**src/rtl/extend_arbiter_if.sv**
```systemverilog
// Handshake bundle between two extend requesters, the shared result consumer
// and the arbiter; slave is the arbiter side, master the surrounding pipeline.
interface extend_arbiter_if #(
    parameter int CNT_W = 8
);
    logic             req0_valid;
    logic [15:0]      req0_a;
    logic             req0_sext;
    logic             req0_ready;
    logic             req1_valid;
    logic [15:0]      req1_a;
    logic             req1_sext;
    logic             req1_ready;
    logic             out_valid;
    logic             out_ready;
    logic [31:0]      out_b;
    logic             out_id;
    logic [CNT_W-1:0] txn_cnt;

    modport slave (
        input  req0_valid, req0_a, req0_sext,
        output req0_ready,
        input  req1_valid, req1_a, req1_sext,
        output req1_ready,
        input  out_ready,
        output out_valid, out_b, out_id, txn_cnt
    );

    modport master (
        output req0_valid, req0_a, req0_sext,
        input  req0_ready,
        output req1_valid, req1_a, req1_sext,
        input  req1_ready,
        output out_ready,
        input  out_valid, out_b, out_id, txn_cnt
    );
endinterface

```
**src/rtl/extend_arbiter.sv**
```systemverilog
// Round-robin arbiter sharing one 16->32 bit sign/zero extend unit between two
// requesters, with a single registered, ID-tagged output stage and accept counter.
module extend (
    input  logic [15:0] a,
    input  logic        sext,
    output logic [31:0] b
);
    assign b = {{16{sext & a[15]}}, a};
endmodule

module extend_arbiter #(
    parameter logic RR_INIT = 1'b0,
    parameter int   CNT_W   = 8
) (
    input logic              clk,
    input logic              rst,
    extend_arbiter_if.slave  bus
);
    logic             w_can_accept;
    logic             w_any;
    logic             w_win;
    logic             w_accept;
    logic [15:0]      w_a;
    logic             w_sext;
    logic [31:0]      w_ext;

    logic             r_out_valid;
    logic [31:0]      r_out_b;
    logic             r_out_id;
    logic             r_prio;
    logic [CNT_W-1:0] r_cnt;

    // Winner is only meaningful when w_any; with a single valid requester it is that one.
    always_comb begin
        w_can_accept = !r_out_valid || bus.out_ready;
        w_any        = bus.req0_valid || bus.req1_valid;
        w_win        = (bus.req0_valid && bus.req1_valid) ? r_prio : bus.req1_valid;
        w_a          = w_win ? bus.req1_a    : bus.req0_a;
        w_sext       = w_win ? bus.req1_sext : bus.req0_sext;
    end

    assign w_accept       = w_can_accept && w_any;
    assign bus.req0_ready = w_accept && !w_win;
    assign bus.req1_ready = w_accept &&  w_win;

    extend u_extend (
        .a    (w_a),
        .sext (w_sext),
        .b    (w_ext)
    );

    always_ff @(posedge clk or posedge rst) begin
        if (rst) begin
            r_out_valid <= 1'b0;
            r_out_b     <= '0;
            r_out_id    <= 1'b0;
            r_prio      <= RR_INIT;
            r_cnt       <= '0;
        end else if (w_accept) begin
            r_out_valid <= 1'b1;
            r_out_b     <= w_ext;
            r_out_id    <= w_win;
            r_prio      <= ~w_win;
            r_cnt       <= r_cnt + CNT_W'(1);
        end else if (bus.out_ready) begin
            r_out_valid <= 1'b0;
        end
    end

    assign bus.out_valid = r_out_valid;
    assign bus.out_b     = r_out_b;
    assign bus.out_id    = r_out_id;
    assign bus.txn_cnt   = r_cnt;
endmodule

```
**src/flat_wrapper.sv**
```systemverilog
// flat-port wrapper written by rule: the top's interface ports become plain ports
module extend_arbiter_flat 
#(
    parameter logic RR_INIT = 1'b0,
    parameter int   CNT_W   = 8
)
  (clk, rst, bus_req0_valid, bus_req0_a, bus_req0_sext, bus_req0_ready, bus_req1_valid, bus_req1_a, bus_req1_sext, bus_req1_ready, bus_out_ready, bus_out_valid, bus_out_b, bus_out_id, bus_txn_cnt);
  extend_arbiter_if #(.CNT_W(CNT_W)) bus_i ();
  input logic clk;
  input logic rst;
  input wire logic [$bits(bus_i.req0_valid)-1:0] bus_req0_valid;
  input wire logic [$bits(bus_i.req0_a)-1:0] bus_req0_a;
  input wire logic [$bits(bus_i.req0_sext)-1:0] bus_req0_sext;
  output wire logic [$bits(bus_i.req0_ready)-1:0] bus_req0_ready;
  input wire logic [$bits(bus_i.req1_valid)-1:0] bus_req1_valid;
  input wire logic [$bits(bus_i.req1_a)-1:0] bus_req1_a;
  input wire logic [$bits(bus_i.req1_sext)-1:0] bus_req1_sext;
  output wire logic [$bits(bus_i.req1_ready)-1:0] bus_req1_ready;
  input wire logic [$bits(bus_i.out_ready)-1:0] bus_out_ready;
  output wire logic [$bits(bus_i.out_valid)-1:0] bus_out_valid;
  output wire logic [$bits(bus_i.out_b)-1:0] bus_out_b;
  output wire logic [$bits(bus_i.out_id)-1:0] bus_out_id;
  output wire logic [$bits(bus_i.txn_cnt)-1:0] bus_txn_cnt;
  assign bus_i.req0_valid = bus_req0_valid;
  assign bus_i.req0_a = bus_req0_a;
  assign bus_i.req0_sext = bus_req0_sext;
  assign bus_req0_ready = bus_i.req0_ready;
  assign bus_i.req1_valid = bus_req1_valid;
  assign bus_i.req1_a = bus_req1_a;
  assign bus_i.req1_sext = bus_req1_sext;
  assign bus_req1_ready = bus_i.req1_ready;
  assign bus_i.out_ready = bus_out_ready;
  assign bus_out_valid = bus_i.out_valid;
  assign bus_out_b = bus_i.out_b;
  assign bus_out_id = bus_i.out_id;
  assign bus_txn_cnt = bus_i.txn_cnt;
  extend_arbiter #(.RR_INIT(RR_INIT), .CNT_W(CNT_W)) u_core (.clk(clk), .rst(rst), .bus(bus_i));
endmodule
```
**config.mk**
```make
export PLATFORM = sky130hd
export DESIGN_NAME = extend_arbiter_flat
export DESIGN_NICKNAME = d
export VERILOG_FILES = /design/src/rtl/extend_arbiter_if.sv /design/src/rtl/extend_arbiter.sv /design/src/flat_wrapper.sv
export SDC_FILE = /design/constraint.sdc
export NUM_CORES = 1
export LEC_CHECK = 0
export ABC_AREA = 1
export BUFFER_PORTS_ARGS = -buffer_cell sky130_fd_sc_hd__buf_4
export CORE_MARGIN = 3
export CORE_UTILIZATION = 39
export CTS_CLUSTER_SIZE = 12
export DETAILED_ROUTE_END_ITERATION = 10
export PLACE_DENSITY = 0.75
export SLEW_MARGIN = 30
export SYNTH_ARGS = -nofsm -noshare
export SYNTH_HDL_FRONTEND = slang
export SYNTH_SLANG_ARGS = --single-unit
```
**constraint.sdc**
```tcl
create_clock -name clk -period 1.2 [get_ports clk]
set_input_delay 0.24 -clock clk [delete_from_list [all_inputs] [get_ports clk]]
set_output_delay 0.24 -clock clk [all_outputs]
set_load 0.02 [all_outputs]
```
==> flow_summary.toml <==
[run_status]
status = "finished with violations"
violations = "negative setup slack"

[yosys]
synth_warnings = 0
synth_largest_area_cell = "dfrtp_1"
ys_ff_latch = 28
yosysSeqAreaShare = 0.4811
syn_nets = 221
synth_top_area_frac = 0.4811
synth.avg_cell_area_um2 = 8.046
ys_types = 16
synth_area_um2 = 1456
ys_top_cells_by_area = "dfrtp_1 (48%), nand2_1 (21%), buf_4 (9.3%)"
syn_inst = 181

[worst_setup_path]
path_class = "flop to output port"
worst_setup_path_start_kind = "flop"
r2r_slack_ps = -180
crit_fanout = 2
critPathRequiredTime_ps = 960
arrival_ps = 1150
worst_setup_path_end_kind = "output port"

[clocking]
clkLatencyLatePin_ps = 270
cts_buffer_depth = 2
path_clk_slew_ps = 100
h-tree-depth = 1
cts_buffers = 3
cts_tree = "yes"
cts.root.buffer_cell = "clkbuf_8"
cts.sinks = 28

[sta]
timing.final.crit_period_ps = 1392
worstMarginPinSlew_ps = 277.3
rsz0062_at_grt = "yes"
timing.final.crit_share = 1.160
whs_ps = 160.7
finalMaxSlewViolations = 0
fmax_mhz = 718.3
max_slew_margin = 0.8144
finalWorstSetupSlack_ps = -192.3
hold_viol_final = 0
finalClockSkew_ps = 4.360
finalSetupViolations = 45

[finish]
layout_common_cells = "buf_4 (87), nand2_1 (79), dfrtp_1 (25)"
regArea_um2 = 704.4
areaGrowthSynthToFinish_pct = 73.11
multi_input_area_um2 = 599.3
fillCellCount = 277
layout.nets = 323
insertedDiodeCount = 0
drive_gt1_frac = 0.4823
final_common_cell = "buf_4"

[floorplanning]
initial_core_util = 0.4199
fp.coreArea_um2 = 3468
die_h_um = 67.11
dieWidth_um = 67.11
rows = 21
die-area_um2 = 4504
io_pins = 83

[route]
vias_per_cell = 4.555
antenna_left = 0
drc = 0
drtIter0Drc = 49
dr.pass1.iters = 4
vias = 1494
wl_mm = 4.462
wl_per_cell_um = 13.60

[placement]
port_buffers = 82
place_ws_ps = -171.7
dp_hpwl_mm = 2.903
gp_congestion = 0.7919

[power_and_ir_drop]
power.density_nw_per_um2 = 1649
p_leak_nw = 1.362
ir_drop_mv = 0.8734

[global_routing]
grtUsageTotal = 0.1948
grt_max_degree = 20
antenna_found_initial = 0
first_global_vias = 1426
overflow = 0
grt_pass1_wl_mm = 6.665

[job]
drv_cap = 0

[hold_path]
hp-class = "input pin to flop"
[routing by layer]
layer,track usage,routed length [um],vias up
met4,0.05570,79,0
li1,-,-,739
met3,0.04890,355,9
met2,0.3546,2382,69
met1,0.2229,1644,677
met5,0,0,-
[area by class of cell]
class                   count  area share
repair buffers            117      0.4144
flip-flops and latches     28      0.2794
multi-input cells         122      0.2377
well taps                  46     0.02283
inverters                  11     0.01737
clock buffers               3     0.01638
clock inverters             1     0.01191
[worst paths after layout]
check,from,to,depth (start not counted)
max,u_core.r_prio,bus_req1_ready,6
min,bus_req0_a[0],u_core.bus.out_b[0],3
max reg2reg,u_core.bus.txn_cnt[2],u_core.bus.txn_cnt[7],9
min reg2reg,u_core.bus.out_b[3],u_core.bus.out_b[3],2
max in group asynchronous,rst,u_core.bus.out_b[16],4
min in group asynchronous,rst,u_core.bus.out_b[9],4
[synth_stat cells]
| cell type | number |
|---|---|
| nand2_1 | 83 |
| dfrtp_1 | 28 |
| nand3_1 | 20 |
| buf_4 | 18 |
| inv_1 | 11 |
| nor2_1 | 8 |
| xor2_1 | 4 |
| a21oi_1 | 1 |
| buf_6 | 1 |
| buf_8 | 1 |
| ha_1 | 1 |
| nand2_4 | 1 |
| nand3b_1 | 1 |
| nor2_4 | 1 |
| nor2_8 | 1 |
| o21ai_2 | 1 |
[sequential cells by signal (all words and copies together), names as in the netlist]
name and count:
u_core.bus.out_valid 1, u_core.bus.out_b 17, u_core.r_prio 1, u_core.bus.txn_cnt 8, u_core.bus.out_id 1
[logic make-up after synthesis]
group | count (synthesis) | synth area share
AOI/OAI and AO/OA | 2 | 0.009448
xor gates and xnor gates | 4 | 0.02405
adders and majority gates | 1 | 0.008590
buffers and inverters | 31 | 0.1392
DFF | 28 | 0.4811
and+or+nand+nor | 115 | 0.3376
[critical path, stage by stage, from the launching register on]
cell	delay (ps)
dfrtp_1	380
inv_2	70
nand2_4	50
nand2_4	90
buf_12	110
nor2_8	30
buf_6	130
[repair_timing]
action	4_1_cts	5_1_grt
gates resized for setup	26	20
hold buffers	1	0
gates cloned	0	2
setup endpoints to repair	22	46
pin swaps	5	5
setup buffers	10	5
endpoints found under the hold margin	9	0
[power breakdown]
group | switching, W | internal [W] | leakage, nW | total [W]
clock network | 0.000300 | 0.000447 | 0.0357 | 0.000747
logic | 0.00103 | 0.000992 | 0.986 | 0.00202
registers | 0.000213 | 0.00118 | 0.340 | 0.00139
total | 0.00154 | 0.00262 | 1.36 | 0.00416
[stage by stage]
| stage | instance area (um^2) | utilization | total power, W | setup TNS, ps | instances |
|---|---|---|---|---|---|
| 2_1_floorplan | 1468 | - | 0.002336 | -81.28 | 181 |
| 3_3_place_gp | 2116 | 0.6100 | 0.003012 | -2430 | 306 |
| 3_5_place_dp | 2116 | 0.6100 | 0.003032 | -3247 | 306 |
| 4_1_cts | 2362 | 0.6811 | 0.003952 | -1512 | 321 |
| 5_1_grt | 2521 | 0.7269 | 0.004399 | -5838 | 328 |
| 6_report | 2521 | 0.7269 | 0.004158 | -3687 | 328 |
(Power assumes the default switching activity.)
